`config.mk`:
```
export PLATFORM = sky130hd
export DESIGN_NAME = task_result_packer
export DESIGN_NICKNAME = d
export VERILOG_FILES = /design/src/rtl/task_result_packer.sv
export SDC_FILE = /design/constraint.sdc
export NUM_CORES = 1
export LEC_CHECK = 0
export ABC_CLOCK_PERIOD_IN_PS = 2850
export BUFFER_PORTS_ARGS = -buffer_cell sky130_fd_sc_hd__buf_2
export CORE_UTILIZATION = 61
export CTS_CLUSTER_SIZE = 30
export DETAILED_ROUTE_END_ITERATION = 8
export PLACE_DENSITY = 0.81
export SYNTH_ARGS = -nofsm -noshare
export SYNTH_HDL_FRONTEND = slang
export SYNTH_SLANG_ARGS = --single-unit
```
`constraint.sdc`:
```
create_clock -name clk -period 2.85 [get_ports clk]
set_input_delay 0.57 -clock clk [delete_from_list [all_inputs] [get_ports clk]]
set_output_delay 0.57 -clock clk [all_outputs]
set_load 0.02 [all_outputs]
```
`src/rtl/task_result_packer.sv`:
```
// ---------------------------------------------------------------------------
// task_result_packer
//
// Sits between a task core and the shared-memory write master. Result samples
// arrive on a valid/ready stream and are packed little-endian into 32-bit
// words. After the last data word a latency word (the RUN-cycle count up to
// the final sample) is emitted with m_last. The result byte count is then
// reported to the control logic.
//
// Parameters
//   DATA_WIDTH_OUT  sample width: 8, 16 or 32
//   MAX_WORDS_OUT   max data words per run (latency word excluded)
//
// Ports
//   clk, reset_n               clock, async active-low reset
//   start                      one-cycle pulse, begins a run from IDLE/DONE
//   s_data/s_valid/s_last      sample stream in
//   s_ready                    sample accepted this cycle
//   m_data/m_valid/m_last      packed word stream out (m_last = latency word)
//   m_ready                    write master accepts m_data
//   num_bytes_out              result bytes in the current/last run
//   num_bytes_out_valid        num_bytes_out is final
//   busy                       run in progress (RUN, FLUSH or LAT)
//   overflow                   sticky: samples dropped past MAX_WORDS_OUT
// ---------------------------------------------------------------------------
module task_result_packer #(
    parameter int DATA_WIDTH_OUT = 8,
    parameter int MAX_WORDS_OUT  = 2048
) (
    input  logic                      clk,
    input  logic                      reset_n,
    input  logic                      start,
    input  logic [DATA_WIDTH_OUT-1:0] s_data,
    input  logic                      s_valid,
    input  logic                      s_last,
    output logic                      s_ready,
    output logic [31:0]               m_data,
    output logic                      m_valid,
    output logic                      m_last,
    input  logic                      m_ready,
    output logic [31:0]               num_bytes_out,
    output logic                      num_bytes_out_valid,
    output logic                      busy,
    output logic                      overflow
);

    localparam int N      = 32 / DATA_WIDTH_OUT;        // samples per word
    localparam int BPS    = DATA_WIDTH_OUT / 8;         // bytes per sample
    localparam int LANE_W = (N > 1) ? $clog2(N) : 1;
    localparam int WCNT_W = $clog2(MAX_WORDS_OUT + 1);

    typedef enum logic [2:0] {
        IDLE  = 3'd0,
        RUN   = 3'd1,
        FLUSH = 3'd2,
        LAT   = 3'd3,
        DONE  = 3'd4
    } state_t;

    state_t              state_q;
    logic [31:0]         pack_q;        // word being assembled (or a complete word waiting)
    logic                pack_full_q;   // pack_q holds a complete word not yet in the output reg
    logic [LANE_W-1:0]   lane_q;
    logic [WCNT_W-1:0]   words_q;       // data words completed this run
    logic [31:0]         lat_q;
    logic [31:0]         bytes_q;
    logic                nbv_q;
    logic                ovf_q;
    logic [31:0]         m_data_q;
    logic                m_valid_q;
    logic                m_last_q;

    logic [31:0]         word_d;
    logic                word_done;
    logic                discard;
    logic                out_free;
    logic                accept;

    // Merge the incoming sample into its lane. Starting a new word clears the
    // other lanes so a partial final word carries zeros in its upper lanes.
    always_comb begin
        word_d = (lane_q == '0) ? 32'd0 : pack_q;
        word_d[lane_q*DATA_WIDTH_OUT +: DATA_WIDTH_OUT] = s_data;
    end

    assign word_done = (lane_q == LANE_W'(N - 1));
    assign discard   = (words_q == WCNT_W'(MAX_WORDS_OUT));
    // Output register can take a new word when empty or draining this cycle.
    assign out_free  = !m_valid_q || m_ready;
    // Stall only when both registers hold a word and the output is not draining.
    assign s_ready   = (state_q == RUN) && !(pack_full_q && m_valid_q && !m_ready);
    assign accept    = s_valid && s_ready;

    always_ff @(posedge clk or negedge reset_n) begin
        if (!reset_n) begin
            state_q     <= IDLE;
            pack_q      <= '0;
            pack_full_q <= 1'b0;
            lane_q      <= '0;
            words_q     <= '0;
            lat_q       <= '0;
            bytes_q     <= '0;
            nbv_q       <= 1'b0;
            ovf_q       <= 1'b0;
            m_data_q    <= '0;
            m_valid_q   <= 1'b0;
            m_last_q    <= 1'b0;
        end else begin
            // Drain by default; any load below overrides this.
            if (m_valid_q && m_ready) begin
                m_valid_q <= 1'b0;
                m_last_q  <= 1'b0;
            end

            case (state_q)
                IDLE, DONE: begin
                    if (start) begin
                        state_q     <= RUN;
                        pack_full_q <= 1'b0;
                        lane_q      <= '0;
                        words_q     <= '0;
                        lat_q       <= '0;
                        bytes_q     <= '0;
                        nbv_q       <= 1'b0;
                        ovf_q       <= 1'b0;
                    end
                end

                RUN: begin
                    if (lat_q != 32'hFFFF_FFFF)
                        lat_q <= lat_q + 32'd1;

                    // Waiting complete word moves out first; pack_q is then
                    // free to take the new sample on the same edge.
                    if (pack_full_q && out_free) begin
                        m_data_q    <= pack_q;
                        m_valid_q   <= 1'b1;
                        m_last_q    <= 1'b0;
                        pack_full_q <= 1'b0;
                    end

                    if (accept) begin
                        if (discard) begin
                            ovf_q <= 1'b1;
                        end else begin
                            pack_q  <= word_d;
                            bytes_q <= bytes_q + 32'(BPS);
                            lane_q  <= word_done ? '0 : lane_q + LANE_W'(1);
                            if (word_done) begin
                                words_q <= words_q + WCNT_W'(1);
                                // Straight to the output register when possible
                                // so full rate has no bubble at word boundaries.
                                if (out_free && !pack_full_q) begin
                                    m_data_q  <= word_d;
                                    m_valid_q <= 1'b1;
                                    m_last_q  <= 1'b0;
                                end else begin
                                    pack_full_q <= 1'b1;
                                end
                            end
                        end
                        // Discard only happens on a word boundary, so there is
                        // never a partial word to flush in that case.
                        if (s_last)
                            state_q <= (discard || word_done) ? LAT : FLUSH;
                    end
                end

                FLUSH: begin
                    // The partial word is alone in pack_q here: any complete
                    // word left the pack register when the last sample landed.
                    if (out_free) begin
                        m_data_q  <= pack_q;
                        m_valid_q <= 1'b1;
                        m_last_q  <= 1'b0;
                        state_q   <= LAT;
                    end
                end

                LAT: begin
                    if (m_valid_q && m_last_q) begin
                        if (m_ready) begin
                            state_q <= DONE;
                            nbv_q   <= 1'b1;
                        end
                    end else if (pack_full_q) begin
                        if (out_free) begin
                            m_data_q    <= pack_q;
                            m_valid_q   <= 1'b1;
                            m_last_q    <= 1'b0;
                            pack_full_q <= 1'b0;
                        end
                    end else if (out_free) begin
                        m_data_q  <= lat_q;
                        m_valid_q <= 1'b1;
                        m_last_q  <= 1'b1;
                    end
                end

                default: state_q <= IDLE;
            endcase
        end
    end

    assign m_data              = m_data_q;
    assign m_valid             = m_valid_q;
    assign m_last              = m_last_q;
    assign num_bytes_out       = bytes_q;
    assign num_bytes_out_valid = nbv_q;
    assign busy                = (state_q == RUN) || (state_q == FLUSH) || (state_q == LAT);
    assign overflow            = ovf_q;

endmodule

```
Word-level counts from Yosys, hierarchy flattened. Cells that the tools add are included.

Input port bits: 14. Logic and storage cells: 143. Register bits: 150. Output and inout port bits: 70.

Equal/unequal tests: 19. Shifts and indexed selects: 2. Bitwise logic cells: 1. Multiplexer cells: 72. Reduce and logical (&&, ||, !) cells: 32. Add/sub/neg operators: 5.

Operator list (count): 32-bit 2-to-1 mux (14); 32-bit one-hot mux with 2 select lines (2); 32-bit one-hot mux with 3 select lines (1); 32-bit by 1-bit adder with 32-bit output (second input constant) (2); 12-bit 2-to-1 mux (4); 5-bit negator with 34-bit output (1); 8-bit by 34-bit variable shift with 32-bit output (first input constant) (1); 8-bit by 34-bit indexed part select with 32-bit output (1); 32-bit bitwise mux (1); 1-bit 2-to-1 mux (32); 32-bit inequality test (second input constant) (1); 12-bit one-hot mux with 2 select lines (1); 2-bit inequality test (second input constant) (11); 3-bit 2-to-1 mux (6); 12-bit by 1-bit adder with 12-bit output (second input constant) (1); 12-bit == test (second input constant) (1); 3-bit one-hot mux with 4 select lines (1); 3-bit AND reduction (4); 4-bit AND reduction (3); 1-bit one-hot mux with 3 select lines (3); 1-bit logical AND (8); 2-bit 2-to-1 mux (4); 3-bit by 2-bit == test with 1-bit output (second input constant) (2); 6-bit AND reduction (1); 16 further kinds (25).

Depth between registers and ports, before layout. Gate-level depths: netlist of run 1.

Word-level depth: 9. Mapped depth: 9. Mapped depth without buffers: 7.

Worst setup path before layout of run 1. No wires, ideal clock.

Path kind: reg-to-output. Start point: register state_q[2]. End point: output port s_ready. Required time: 2.280 ns. Buffers on the path: 2. Cell stages (with the launch flop): 5. Path slack: 0.689 ns. Arrival: 1.591 ns. Path through: dfrtp_1 -> or3b_2 -> buf_2 -> clkbuf_1 -> a21oi_1.

Cells in the longest elaborated chain, start to end: 2.

Ends and longest elaborated chain: from (decl) (line 60) `state_t state_q;`; from (signal assigned) (line 165) `state_q <= (discard || word_done) ? LAT : FLUSH;`; 3-bit by 1-bit == test with 1-bit output (line 91) `assign s_ready = (state_q == RUN) && !(pack_full_q && m_valid_q && !m_ready);`; 1-bit logical AND (line 91); to (decl) (line 36) `output logic s_ready,`.

No other way between the ends.

Worst setup path after layout of run 1.
Start point: register state_q[0]. End point: output port s_ready.

Same word-level chain as after synthesis.

==> impl_results.md, run 1 <==
* Status: finished clean
* Critical path fanouts, max at 17
* Mean Syn Cell Area at 9.41 um2
* Crit-path max cell delay at 0.50 ns
* RSZ-0062 raised after global routing: false
* Layout cells sized above 1 at 0.225
* CTS sink count at 150
* FF-to-FF path depth at 6
* Worst vdd ir at 0.695 mV
* Boundary Pins at 84
* Tcrit/Tclk final at 0.953
* DR WL/cell at 20.5 um
* First-pass GRT wire length at 42500 um
* DP HPWL at 17100 um
* Clock Path Buffers at 2
* DRT iter0 DRCs at 869
* Worst EP arrival at 2.15 ns
* Post-synth ARST share at 1.00
* Post-Synth Simple-Gate Area at 0.221
* Critical path, cell by cell: buf_4 > or3b_2 > buf_4 > a21oi_1 > buf_2
* Netlist cell types at 72
* Core Box Area at 14800 um2
* Cell mode on critical path: buf_4
* Hold crit path type: in2reg
* CTS resizes at 0
* Initial antenna violation count at 0
* # rows at 44
* Grt total ovfl at 0
* CTS Buf Count at 17
* Ys Warns at 0
* Tot GR Track Use at 0.336
* Via density at 6.96
* Worst-path clk slew at 0.06 ns
* Seq/Total Area, Yosys at 0.401
* Final setup viols at 0
* RePlAce Congestion at 0.864
* PortBufs at 83
* Rel. slew slack at 0.221
* Die width at 126 um
* Drt total wl at 25800 um
* CP Capture Type: output port
* DP Cell Count at 1225
* Ys flop type: dfrtp_1
* Mux share of post-synthesis cell area at 0.114
* Post-Syn Area at 9370 um2
* Power per cell area at 994 nW/um2
* Post-synth EDFFs at 0
* Vias in the first global route at 8296
* Worst-margin pin slew at 1.16 ns
* Post-Layout Cell Count at 1258
* Synth Net Count at 1018
* Synthesized flop and latch total at 150
* CP Class: reg2out
* # DRC at 0
* Setup clock skew after layout at 0.00930 ns
* H-tree depth at 4
* Clk root buf: clkbuf_16
* Post-Synthesis Cells at 995
* Die footprint at 15900 um2
* Synth Area in Adders at 0.0120
* Hold Crit Depth at 3
* Final setup TNS at 0 ns
* Via Count at 8760
* Slowest stage cell, crit path: dfrtp_1
* Initial core utilization at 0.635
* Diodes inserted at 0
* Clock Latency Late Sink at 0.43 ns
* Compound-cell area share of the yosys netlist at 0.203
* Hold Fails Final Rpt at 0
* Worst path required time at 2.28 ns
* Largest family of logic cells by synthesized area: simple AND/OR/NAND/NOR gates
* P&R area growth vs syn at 13.4%
* Static power due to leakage at 4.58 nW
* Die Ht at 126 um
* Post-layout nets at 1084
* Drt first pass iters at 5
* Max cap viols at 0
* Max Clock Freq at 0.368 GHz
* XOR/XNOR share of the synthesized area at 0.00561
* Largest net degree at the start of global routing at 70
* Routed Antenna Nets at 0
* Max-slew violation count at 0
* WHS at 0.496 ns
* CTS tree: done
* Startpoint class of the critical path: register
* Fin crit period at 2.72 ns
## cells by family (layout without fill, tap and decap cells)
logic type	after synthesis	count (layout)
compound gates	269	269
xor+xnor	6	6
fa+ha+maj	9	9
buf+inv	88	167
flops	150	150
mux	102	102
simple gates	371	371
## power by group
group | internal, W | switching [W]
Combinational | 0.00209 | 0.00283
Clock | 0.00148 | 0.000889
Sequential | 0.00268 | 0.000599
Total | 0.00624 | 0.00432
## Yosys cell counts, types with 3 or more instances
| library cell | instances | area share |
|---|---|---|
| nor4_2 | 7 | 0.0094 |
| xor2_1 | 6 | 0.0056 |
| inv_1 | 14 | 0.0056 |
| buf_1 | 4 | 0.0016 |
| nand4b_1 | 3 | 0.0028 |
| nor4_1 | 9 | 0.0060 |
| buf_4 | 6 | 0.0048 |
| mux2_2 | 33 | 0.040 |
| o21ai_1 | 4 | 0.0021 |
| nand3_1 | 62 | 0.033 |
| o221a_2 | 30 | 0.036 |
| a21o_1 | 4 | 0.0032 |
| o21ai_0 | 36 | 0.019 |
| and2_1 | 4 | 0.0027 |
| nand4_1 | 34 | 0.023 |
| dfrtp_1 | 150 | 0.40 |
| a2111oi_0 | 3 | 0.0028 |
| a21oi_1 | 73 | 0.039 |
| buf_6 | 4 | 0.0048 |
| nor2b_1 | 5 | 0.0033 |
| nand2b_1 | 16 | 0.011 |
| and4_1 | 8 | 0.0075 |
| nand2_1 | 71 | 0.028 |
| buf_2 | 19 | 0.010 |
| o2bb2ai_1 | 3 | 0.0028 |
| o211ai_1 | 5 | 0.0040 |
| a32o_1 | 5 | 0.0053 |
| clkbuf_1 | 41 | 0.016 |
| ha_1 | 9 | 0.012 |
| or4_1 | 17 | 0.014 |
| mux2i_1 | 68 | 0.073 |
| a31oi_1 | 5 | 0.0033 |
| o31ai_1 | 17 | 0.014 |
| and3_1 | 16 | 0.011 |
| a22oi_1 | 23 | 0.018 |
| o311ai_0 | 3 | 0.0028 |
| or3_1 | 29 | 0.019 |
| nor2_1 | 67 | 0.027 |
| o22ai_1 | 30 | 0.020 |
| nor3_1 | 7 | 0.0037 |
| nor3_4 | 3 | 0.0052 |
## stage by stage
| step | cell area [um2] | setup slack, ns | utilization | power [W] |
|---|---|---|---|---|
| finish | 10600 | 0.134 | 0.720 | 0.0106 |
| global route | 10600 | 0.00317 | 0.720 | 0.0112 |
| CTS | 10600 | 0.145 | 0.720 | 0.0105 |
| detailed placement | 10000 | 0.321 | 0.678 | 0.00811 |
| global placement | 10000 | 0.415 | 0.678 | 0.00798 |
| floorplan | 9370 | 0.689 | - | 0.00675 |
## critical path: cells and delay by family, from the launching register on
family                 cells  cell delay [ns]
AO/OA/AOI/OAI              1             0.13
buffers and inverters      3             0.61
flip-flops                 1             0.50
AND/OR/NAND/NOR            1             0.48
## layer usage
layer	track usage	up-vias	part of all wire
met2	0.528	461	0.46
met4	0.134	0	0.028
met1	0.456	4271	0.43
met5	0	-	0
li1	-	3969	-
met3	0.0718	59	0.082
## layout make-up
type,count,area (um2)
inverter,14,52.6
clock buffer,22,454
fill,1133,4140
sequential,150,3750
timing repair buffer,121,747
multi-input combinational,757,5230
clock inverter,10,153
tap,184,230
## cells in the final DEF (no fill, tap or decap), types with 14 or more instances in the layout
cell type,Yosys,layout
buf_2,19,82
a22oi_1,23,23
mux2_2,33,33
o22ai_1,30,30
o221a_2,30,30
or4_1,17,17
a21oi_1,73,73
inv_1,14,14
o31ai_1,17,17
or3_1,29,29
dfrtp_1,150,150
buf_4,6,34
and3_1,16,16
nand2_1,71,70
nand3_1,62,62
nor2_1,67,66
o21ai_0,36,36
nand4_1,34,34
clkbuf_16,0,17
nand2b_1,16,16
mux2i_1,68,68
## flip-flops by register name (all words and copies together) (netlist names)
signal               count
state_q                  3
pack_q                  32
num_bytes_out_valid      1
lat_q                   32
num_bytes_out           32
pack_full_q              1
lane_q                   2
m_valid                  1
m_data                  32
words_q                 12
m_last                   1
overflow                 1
## path summary, 6_finish.rpt
kind / startpoint / end / slack (ns)
worst max-delay path: state_q[0] / s_ready / 0.13
worst min-delay path: s_valid / overflow / 0.50
worst max register to register: lane_q[0] / m_data[2] / 0.21
worst min register to register: pack_q[29] / pack_q[29] / 0.52
max in group asynchronous: reset_n / num_bytes_out[21] / 1.63
min in group asynchronous: reset_n / pack_q[21] / 0.53
## repair_timing
item	4_1_cts	5_1_grt
setup endpoints to repair	0	0
hold buffers	1	0
endpoints found under the hold margin	10	0
buffers inserted	0	0
(Power assumes the default switching activity.)
==> run 2: changes to the inputs <==
--- a/config.mk
+++ b/config.mk
@@ -5,12 +5,13 @@
 export SDC_FILE = /design/constraint.sdc
 export NUM_CORES = 1
 export LEC_CHECK = 0
+export ABC_AREA = 1
 export ABC_CLOCK_PERIOD_IN_PS = 2850
 export BUFFER_PORTS_ARGS = -buffer_cell sky130_fd_sc_hd__buf_2
-export CORE_UTILIZATION = 61
+export CORE_UTILIZATION = 62
 export CTS_CLUSTER_SIZE = 30
 export DETAILED_ROUTE_END_ITERATION = 8
-export PLACE_DENSITY = 0.81
+export PLACE_DENSITY = 0.82
 export SYNTH_ARGS = -nofsm -noshare
 export SYNTH_HDL_FRONTEND = slang
 export SYNTH_SLANG_ARGS = --single-unit
==> run 2 against run 1 <==
Effect of this change:
- sequential share of layout area fell by 3.8 points
- clock power fell by 3%
- setup slack improved by 0.33 ns
- clock skew rose by 0.0013 ns
- sequential power fell by 2%
- routed wire length rose by 29%
- global-route usage rose by 4.9 points
- first-iteration DRC count rose by 35%
- synthesized cell count rose by 71%
==> impl_results.md, run 2 <==
* RePlAce Congestion at 0.955 (was 0.864)
* DR WL/cell at 16.8 um (was 20.5 um)
* Netlist cell types at 41 (was 72)
* Die Ht at 134 um (was 126 um)
* Via Count at 11400 (was 8760)
* Critical path, cell by cell: inv_2 > nor2_4 > buf_4 > nand3_1 > nand3_4 > nor3_1 > nand2_1 > nand2_1 (was buf_4 > or3b_2 > buf_4 > a21oi_1 > buf_2)
* DP HPWL at 23300 um (was 17100 um)
* Startpoint class of the critical path: register (unchanged)
* Most numerous cell in the Yosys netlist: nand2_1 (was dfrtp_1)
* Post-synth ARST share at 1.00 (unchanged)
* Final setup viols at 0 (unchanged)
* Post-CTS setup repair buffer count at 0 (unchanged)
* Core Box Area at 16800 um2 (was 14800 um2)
* Status: finished clean (unchanged)
* Tcrit/Tclk final at 0.838 (was 0.953)
* Most common library cells after synthesis: nand2_1, nor2_1, dfrtp_1 (was dfrtp_1, a21oi_1, nand2_1)
* Routed Antenna Nets at 0 (unchanged)
* Worst EP arrival at 2.75 ns (was 2.15 ns)
* Max cap viols at 0 (unchanged)
* Ys flop type: dfrtp_1 (unchanged)
* Hold Fails Final Rpt at 0 (unchanged)
* Drt first pass iters at 8 (was 5)
* PortBufs at 83 (unchanged)
* Post-Syn Area at 10800 um2 (was 9370 um2)
* H-tree depth at 4 (unchanged)
* Area leader, netlist: dfrtp_1 (unchanged)
* Post-Synthesis Cells at 1700 (was 995)
* Synthesized flop and latch total at 150 (unchanged)
* CP Class: reg2reg (was reg2out)
* Setup clock skew after layout at 0.0106 ns (was 0.00930 ns)
* Initial antenna violation count at 0 (unchanged)
* Die width at 134 um (was 126 um)
* Slowest stage cell, crit path: nand3_4 (was dfrtp_1)
* Fin crit period at 2.39 ns (was 2.72 ns)
* Ranking of synthesized cells by area: dfrtp_1, nand2_1, o21ai_0, nand3_1, nor2_1 (was dfrtp_1, mux2i_1, mux2_2, a21oi_1, o221a_2)
* Clk root buf: clkbuf_16 (unchanged)
* Final Power at 0.0111 W (was 0.0106 W)
* Worst-path clk slew at 0.06 ns (about the same)
* Post-synth top area share at 0.347 (was 0.401)
* CTS tree: done (unchanged)
* Clock Path Buffers at 2 (unchanged)
* P&R area growth vs syn at 10.1% (was 13.4%)
* Crit-path max cell delay at 0.57 ns (was 0.50 ns)
* Worst-margin pin slew at 0.771 ns (was 1.16 ns)
* CTS sink count at 150 (unchanged)
* Rel. slew slack at 0.484 (was 0.221)
* DRT iter0 DRCs at 1172 (was 869)
* Mean Syn Cell Area at 6.36 um2 (was 9.41 um2)
* Drt total wl at 33200 um (was 25800 um)
* Max-slew violation count at 0 (unchanged)
* CTS Buf Count at 17 (unchanged)
* Clock Latency Late Sink at 0.44 ns (was 0.43 ns)
* Max Clock Freq at 0.419 GHz (was 0.368 GHz)
* Largest delay contributor family on the critical path: simple AND/OR/NAND/NOR gates (was buffers and inverters)
* Final setup TNS at 0 ns (unchanged)
* Vias in the first global route at 10700 (was 8296)
* First-pass GRT wire length at 54600 um (was 42500 um)
* Worst vdd ir at 0.625 mV (was 0.695 mV)
* Worst path required time at 3.22 ns (was 2.28 ns)
* # rows at 47 (was 44)
* WP buf/inv at 2 (was 3)
* Largest net degree at the start of global routing at 65 (was 70)
* Seq/Total Area, Yosys at 0.347 (was 0.401)
* RSZ-0062 raised after global routing: false (unchanged)
* Layout cells sized above 1 at 0.116 (was 0.225)
* CTS resizes at 0 (unchanged)
* Tot GR Track Use at 0.385 (was 0.336)
* Synth Net Count at 1723 (was 1018)
* Diodes inserted at 0 (unchanged)
* Initial core utilization at 0.643 (was 0.635)
* Critical path fanouts, max at 64 (was 17)
* Die footprint at 18000 um2 (was 15900 um2)
* Most frequent cells in the layout: nand2_1, nor2_1, dfrtp_1 (was dfrtp_1, buf_2, a21oi_1)
* Hold crit path type: in2async (was in2reg)
* Post-layout nets at 1771 (was 1084)
* # DRC at 0 (unchanged)
* Boundary Pins at 84 (unchanged)
* Static power due to leakage at 5.71 nW (was 4.58 nW)
* Cell mode on critical path: nand2_1 (was buf_4)
* Via density at 5.77 (was 6.96)
* Post-synth EDFFs at 0 (unchanged)
* Commonest non-fill, non-tap cell in the layout: nand2_1 (was dfrtp_1)
* Ys Warns at 0 (unchanged)
* Grt total ovfl at 0 (unchanged)
* Hold buffer count at cts at 0 (was 1)
* Power per cell area at 930 nW/um2 (was 994 nW/um2)
* CP Capture Type: register (was output port)
-- run 2: per-stage QoR --
stage	utilization	hold WS (ns)	setup slack (ns)	area, um2	cells
final	0.708	0.0303	0.462	11900	1981
after global routing	0.708	0.0574	0.273	11900	1981
after CTS	0.708	0.0487	0.499	11900	1981
after detailed placement	0.673	0.503	0.481	11300	1949
after global placement	0.673	0.496	0.620	11300	1949
after floorplan	-	0.274	0.871	10800	1700
-- run 2: cell families after synthesis --
family,after synthesis,synth area share
adders and majority gates,9,0.0104
xor gates and xnor gates,23,0.0186
buffers and inverters,234,0.0924
AOI/OAI and AO/OA,241,0.122
DFF,150,0.347
and+or+nand+nor,1043,0.409
-- run 2: area by class of cell --
type	instances	area, um2
timing repair buffer	107	639
fill	1473	4910
multi-input combinational	1316	6070
clock buffer	18	439
inverter	156	586
sequential	150	3750
tap	220	275
clock inverter	14	153
-- run 2: routing by layer --
layer / global-route usage / part of all wire
met5: 0 / 0
met4: 0.124 / 0.023
met3: 0.0790 / 0.091
met2: 0.602 / 0.46
met1: 0.536 / 0.43
-- run 2: where the power goes --
| part | switching [W] | leakage (nW) | internal (W) |
|---|---|---|---|
| clock | 0.000976 | 0.278 | 0.00132 |
| combinational | 0.00397 | 3.42 | 0.00161 |
| sequential | 0.000547 | 2.02 | 0.00265 |
| total | 0.00549 | 5.71 | 0.00558 |
-- run 2: final timing paths --
| path | end | slack (ns) | start | cells after the start |
|---|---|---|---|---|
| hold / removal | m_data[29] | 0.03 | reset_n | 1 |
| hold reg to reg | num_bytes_out_valid | 0.52 | num_bytes_out_valid | 2 |
| setup / recovery | m_data[24] | 0.46 | state_q[0] | 8 |
| setup reg to reg | m_data[24] | 0.46 | state_q[0] | 8 |
| min in group clk | m_last | 0.42 | m_ready | 4 |
| max in group asynchronous | pack_q[8] | 2.15 | reset_n | 2 |
==> run 3: changes to the inputs <==
--- a/config.mk
+++ b/config.mk
@@ -6,12 +6,12 @@
 export NUM_CORES = 1
 export LEC_CHECK = 0
 export ABC_AREA = 1
-export ABC_CLOCK_PERIOD_IN_PS = 2850
+export ABC_CLOCK_PERIOD_IN_PS = 2150
 export BUFFER_PORTS_ARGS = -buffer_cell sky130_fd_sc_hd__buf_2
-export CORE_UTILIZATION = 62
+export CORE_UTILIZATION = 56
 export CTS_CLUSTER_SIZE = 30
 export DETAILED_ROUTE_END_ITERATION = 8
-export PLACE_DENSITY = 0.82
+export PLACE_DENSITY = 0.78
 export SYNTH_ARGS = -nofsm -noshare
 export SYNTH_HDL_FRONTEND = slang
 export SYNTH_SLANG_ARGS = --single-unit
==> constraint.sdc (replaced) <==
create_clock -name clk -period 2.15 [get_ports clk]
set_input_delay 0.43 -clock clk [delete_from_list [all_inputs] [get_ports clk]]
set_output_delay 0.43 -clock clk [all_outputs]
set_load 0.02 [all_outputs]
==> run 3 against run 2 <==
Effect of this change:
- critical path depth fell by 2
- global-route usage fell by 3.8 points
- non-clock buffer count rose by 25
- core utilization fell by 5.9 points
- flip-flop and latch count did not move
- combinational power rose by 39%
- register-to-register slack got worse by 0.32 ns
- worst hold slack improved by 0.27 ns
- clock-buffer cell count rose by 5
- clock power rose by 38%
- sequential share of layout area fell by 0.81 points
- via count rose by 0.92%
- critical path type is now reg2out
==> impl_results.md, run 3 (synthesized netlist as in run 2, its figures left out) <==
* Worst path required time at 1.72 ns (was 3.22 ns)
* Multi-input logic area at 6070 um2 (about the same)
* Tot GR Track Use at 0.347 (was 0.385)
* CP Class: reg2out (was reg2reg)
* Worst-path clk slew at 0.06 ns (about the same)
* Largest net degree at the start of global routing at 65 (unchanged)
* Status: finished clean (unchanged)
* Grt total ovfl at 0 (unchanged)
* Tcrit/Tclk final at 0.957
* Final setup viols at 0 (unchanged)
* Core Box Area at 18800 um2 (was 16800 um2)
* Gate power share at 0.515 (was 0.504)
* Critical path fanouts, max at 6 (was 64)
* CTS Buf Count at 17 (unchanged)
* Clock Latency Late Sink at 0.43 ns (was 0.44 ns)
* Most frequent cells in the layout: nand2_1, nor2_1, dfrtp_1 (unchanged)
* Slowest stage cell, crit path: dfrtp_1 (was nand3_4)
* Final setup TNS at 0 ns (unchanged)
* Max cap viols at 0 (unchanged)
* Worst EP arrival at 1.63 ns (was 2.75 ns)
* # rows at 50 (was 47)
* RSZ-0062 raised after global routing: false (unchanged)
* Crit-path max cell delay at 0.38 ns (was 0.57 ns)
* PortBufs at 83 (unchanged)
* Commonest non-fill, non-tap cell in the layout: nand2_1 (unchanged)
* DP HPWL at 23700 um (was 23300 um)
* Clk root buf: clkbuf_16 (unchanged)
* Post-CTS setup repair buffer count at 0 (unchanged)
* P&R area growth vs syn at 13.1% (was 10.1%)
* Power Internal at 0.00790 W (was 0.00558 W)
* Layout cells sized above 1 at 0.128 (was 0.116)
* Post-route cell area at 12200 um2 (was 11900 um2)
* Via density at 5.64 (was 5.77)
* Startpoint class of the critical path: register (unchanged)
* Via Count at 11500 (was 11400)
* CTS tree: done (unchanged)
* Routed Antenna Nets at 0 (unchanged)
* Setup clock skew after layout at 0.0108 ns (was 0.0106 ns)
* Diodes inserted at 0 (unchanged)
* CP Capture Type: output port (was register)
* Die footprint at 19900 um2 (was 18000 um2)
* Vias in the first global route at 10400 (was 10700)
* # DRC at 0 (unchanged)
* Post-layout nets at 1796 (was 1771)
* Static power due to leakage at 5.87 nW (was 5.71 nW)
* Fillcell total at 1741 (was 1473)
* DRT iter0 DRCs at 1214 (was 1172)
* DR WL/cell at 16.2 um (was 16.8 um)
* Hold Fails Final Rpt at 0 (unchanged)
* Max Clock Freq at 0.486 GHz
* Rel. slew slack at 0.682 (was 0.484)
* H-tree depth at 4 (unchanged)
* Flop pwr share at 0.276 (was 0.289)
* Worst-margin pin slew at 0.477 ns (was 0.771 ns)
* First-pass GRT wire length at 54200 um (was 54600 um)
* Max-slew violation count at 0 (unchanged)
* Initial antenna violation count at 0 (unchanged)
* Final Power at 0.0151 W (was 0.0111 W)
* Reg area at 3750 um2 (unchanged)
* Drt first pass iters at 5 (was 8)
* Die Ht at 141 um (was 134 um)
* Initial core utilization at 0.574 (was 0.643)
* CTS sink count at 150 (unchanged)
* Critical path, cell by cell: inv_2 > nand2_4 > nor2_4 > nand2_2 > inv_1 > buf_2 (was inv_2 > nor2_4 > buf_4 > nand3_1 > nand3_4 > nor3_1 > nand2_1 > nand2_1)
* Largest delay contributor family on the critical path: buffers and inverters (was simple AND/OR/NAND/NOR gates)
* Power per cell area at 1230 nW/um2 (was 930 nW/um2)
* Drt total wl at 33200 um (about the same)
* Boundary Pins at 84 (unchanged)
* Worst vdd ir at 0.755 mV (was 0.625 mV)
* RePlAce Congestion at 0.959 (was 0.955)
* Fin crit period at 2.06 ns
* Sw frac at 0.476 (was 0.496)
* Clock power share at 0.209 (was 0.207)
* Die width at 141 um (was 134 um)
* Clock Path Buffers at 2 (unchanged)
* WP buf/inv at 3 (was 2)
* Placed cell areas at 11600 um2 (was 11300 um2)
* Hold crit path type: in2reg (was in2async)
* P_sw at 0.00719 W (was 0.00549 W)
-- run 3: worst paths after layout --
check                                            to  depth (start not counted)  slack (ns)                start
worst max-delay path                        s_ready                          6        0.09           state_q[2]
worst min-delay path                         m_last                          4        0.30              m_ready
worst max register to register            lat_q[12]                          9        0.14            lat_q[27]
worst min register to register  num_bytes_out_valid                          2        0.50  num_bytes_out_valid
max in group asynchronous                m_data[11]                          3        0.95              reset_n
min in group asynchronous                m_data[30]                          2        0.50              reset_n
-- run 3: area by class of cell --
class	instances	share of cell area
Multi-Input combinational cell	1316	0.497
Timing Repair Buffer	132	0.0719
Clock buffer	23	0.0399
Tap cell	260	0.0266
Inverter	156	0.0479
Sequential cell	150	0.307
Clock inverter	8	0.00993
-- run 3: what timing repair did --
item | 4_1_cts | 5_1_grt
hold buffers | 1 | 0
resized for setup | 0 | 2
endpoints found under the setup margin | 0 | 14
endpoints found under the hold margin | 39 | 0
-- run 3: worst register-to-register path: stages (launching register included) --
cell,delay (ns)
dfrtp_1,0.41
inv_1,0.17
nor3_2,0.34
nand2_1,0.15
nor2_1,0.19
nand3_2,0.11
nand2_4,0.20
buf_12,0.20
nand2_1,0.09
o21ai_2,0.08
-- run 3: stage by stage --
| step | cells | setup slack [ns] | hold slack (ns) | util |
|---|---|---|---|---|
| 2_1_floorplan | 1700 | 0.171 | 0.134 | - |
| 3_3_place_gp | 2013 | -0.0655 | 0.398 | 0.616 |
| 3_5_place_dp | 2013 | 0.0444 | 0.396 | 0.616 |
| 4_1_cts | 2045 | 0.00663 | 0.299 | 0.649 |
| 5_1_grt | 2045 | 0.0204 | 0.337 | 0.649 |
| 6_report | 2045 | 0.0928 | 0.303 | 0.649 |
-- run 3: power by group through the flow --
stage | Combinational, W | Clock [W] | Sequential (W)
after CTS | 0.00769 | 0.00317 | 0.00415
after global routing | 0.00870 | 0.00326 | 0.00424
after global placement | 0.00749 | 0 | 0.00416
final | 0.00777 | 0.00315 | 0.00416
after floorplan | 0.00519 | 0 | 0.00442
after detailed placement | 0.00763 | 0 | 0.00419
-- run 3: per-layer routing --
metal  vias up  part of all wire  routed length [um]  track usage
li1       5605                 -                   -            -
met1      5346              0.44               14600        0.478
met2       502              0.46               15300        0.560
met3        86             0.074                2470       0.0482
met4         0             0.026                 866        0.126
met5         -                 0                   0            0
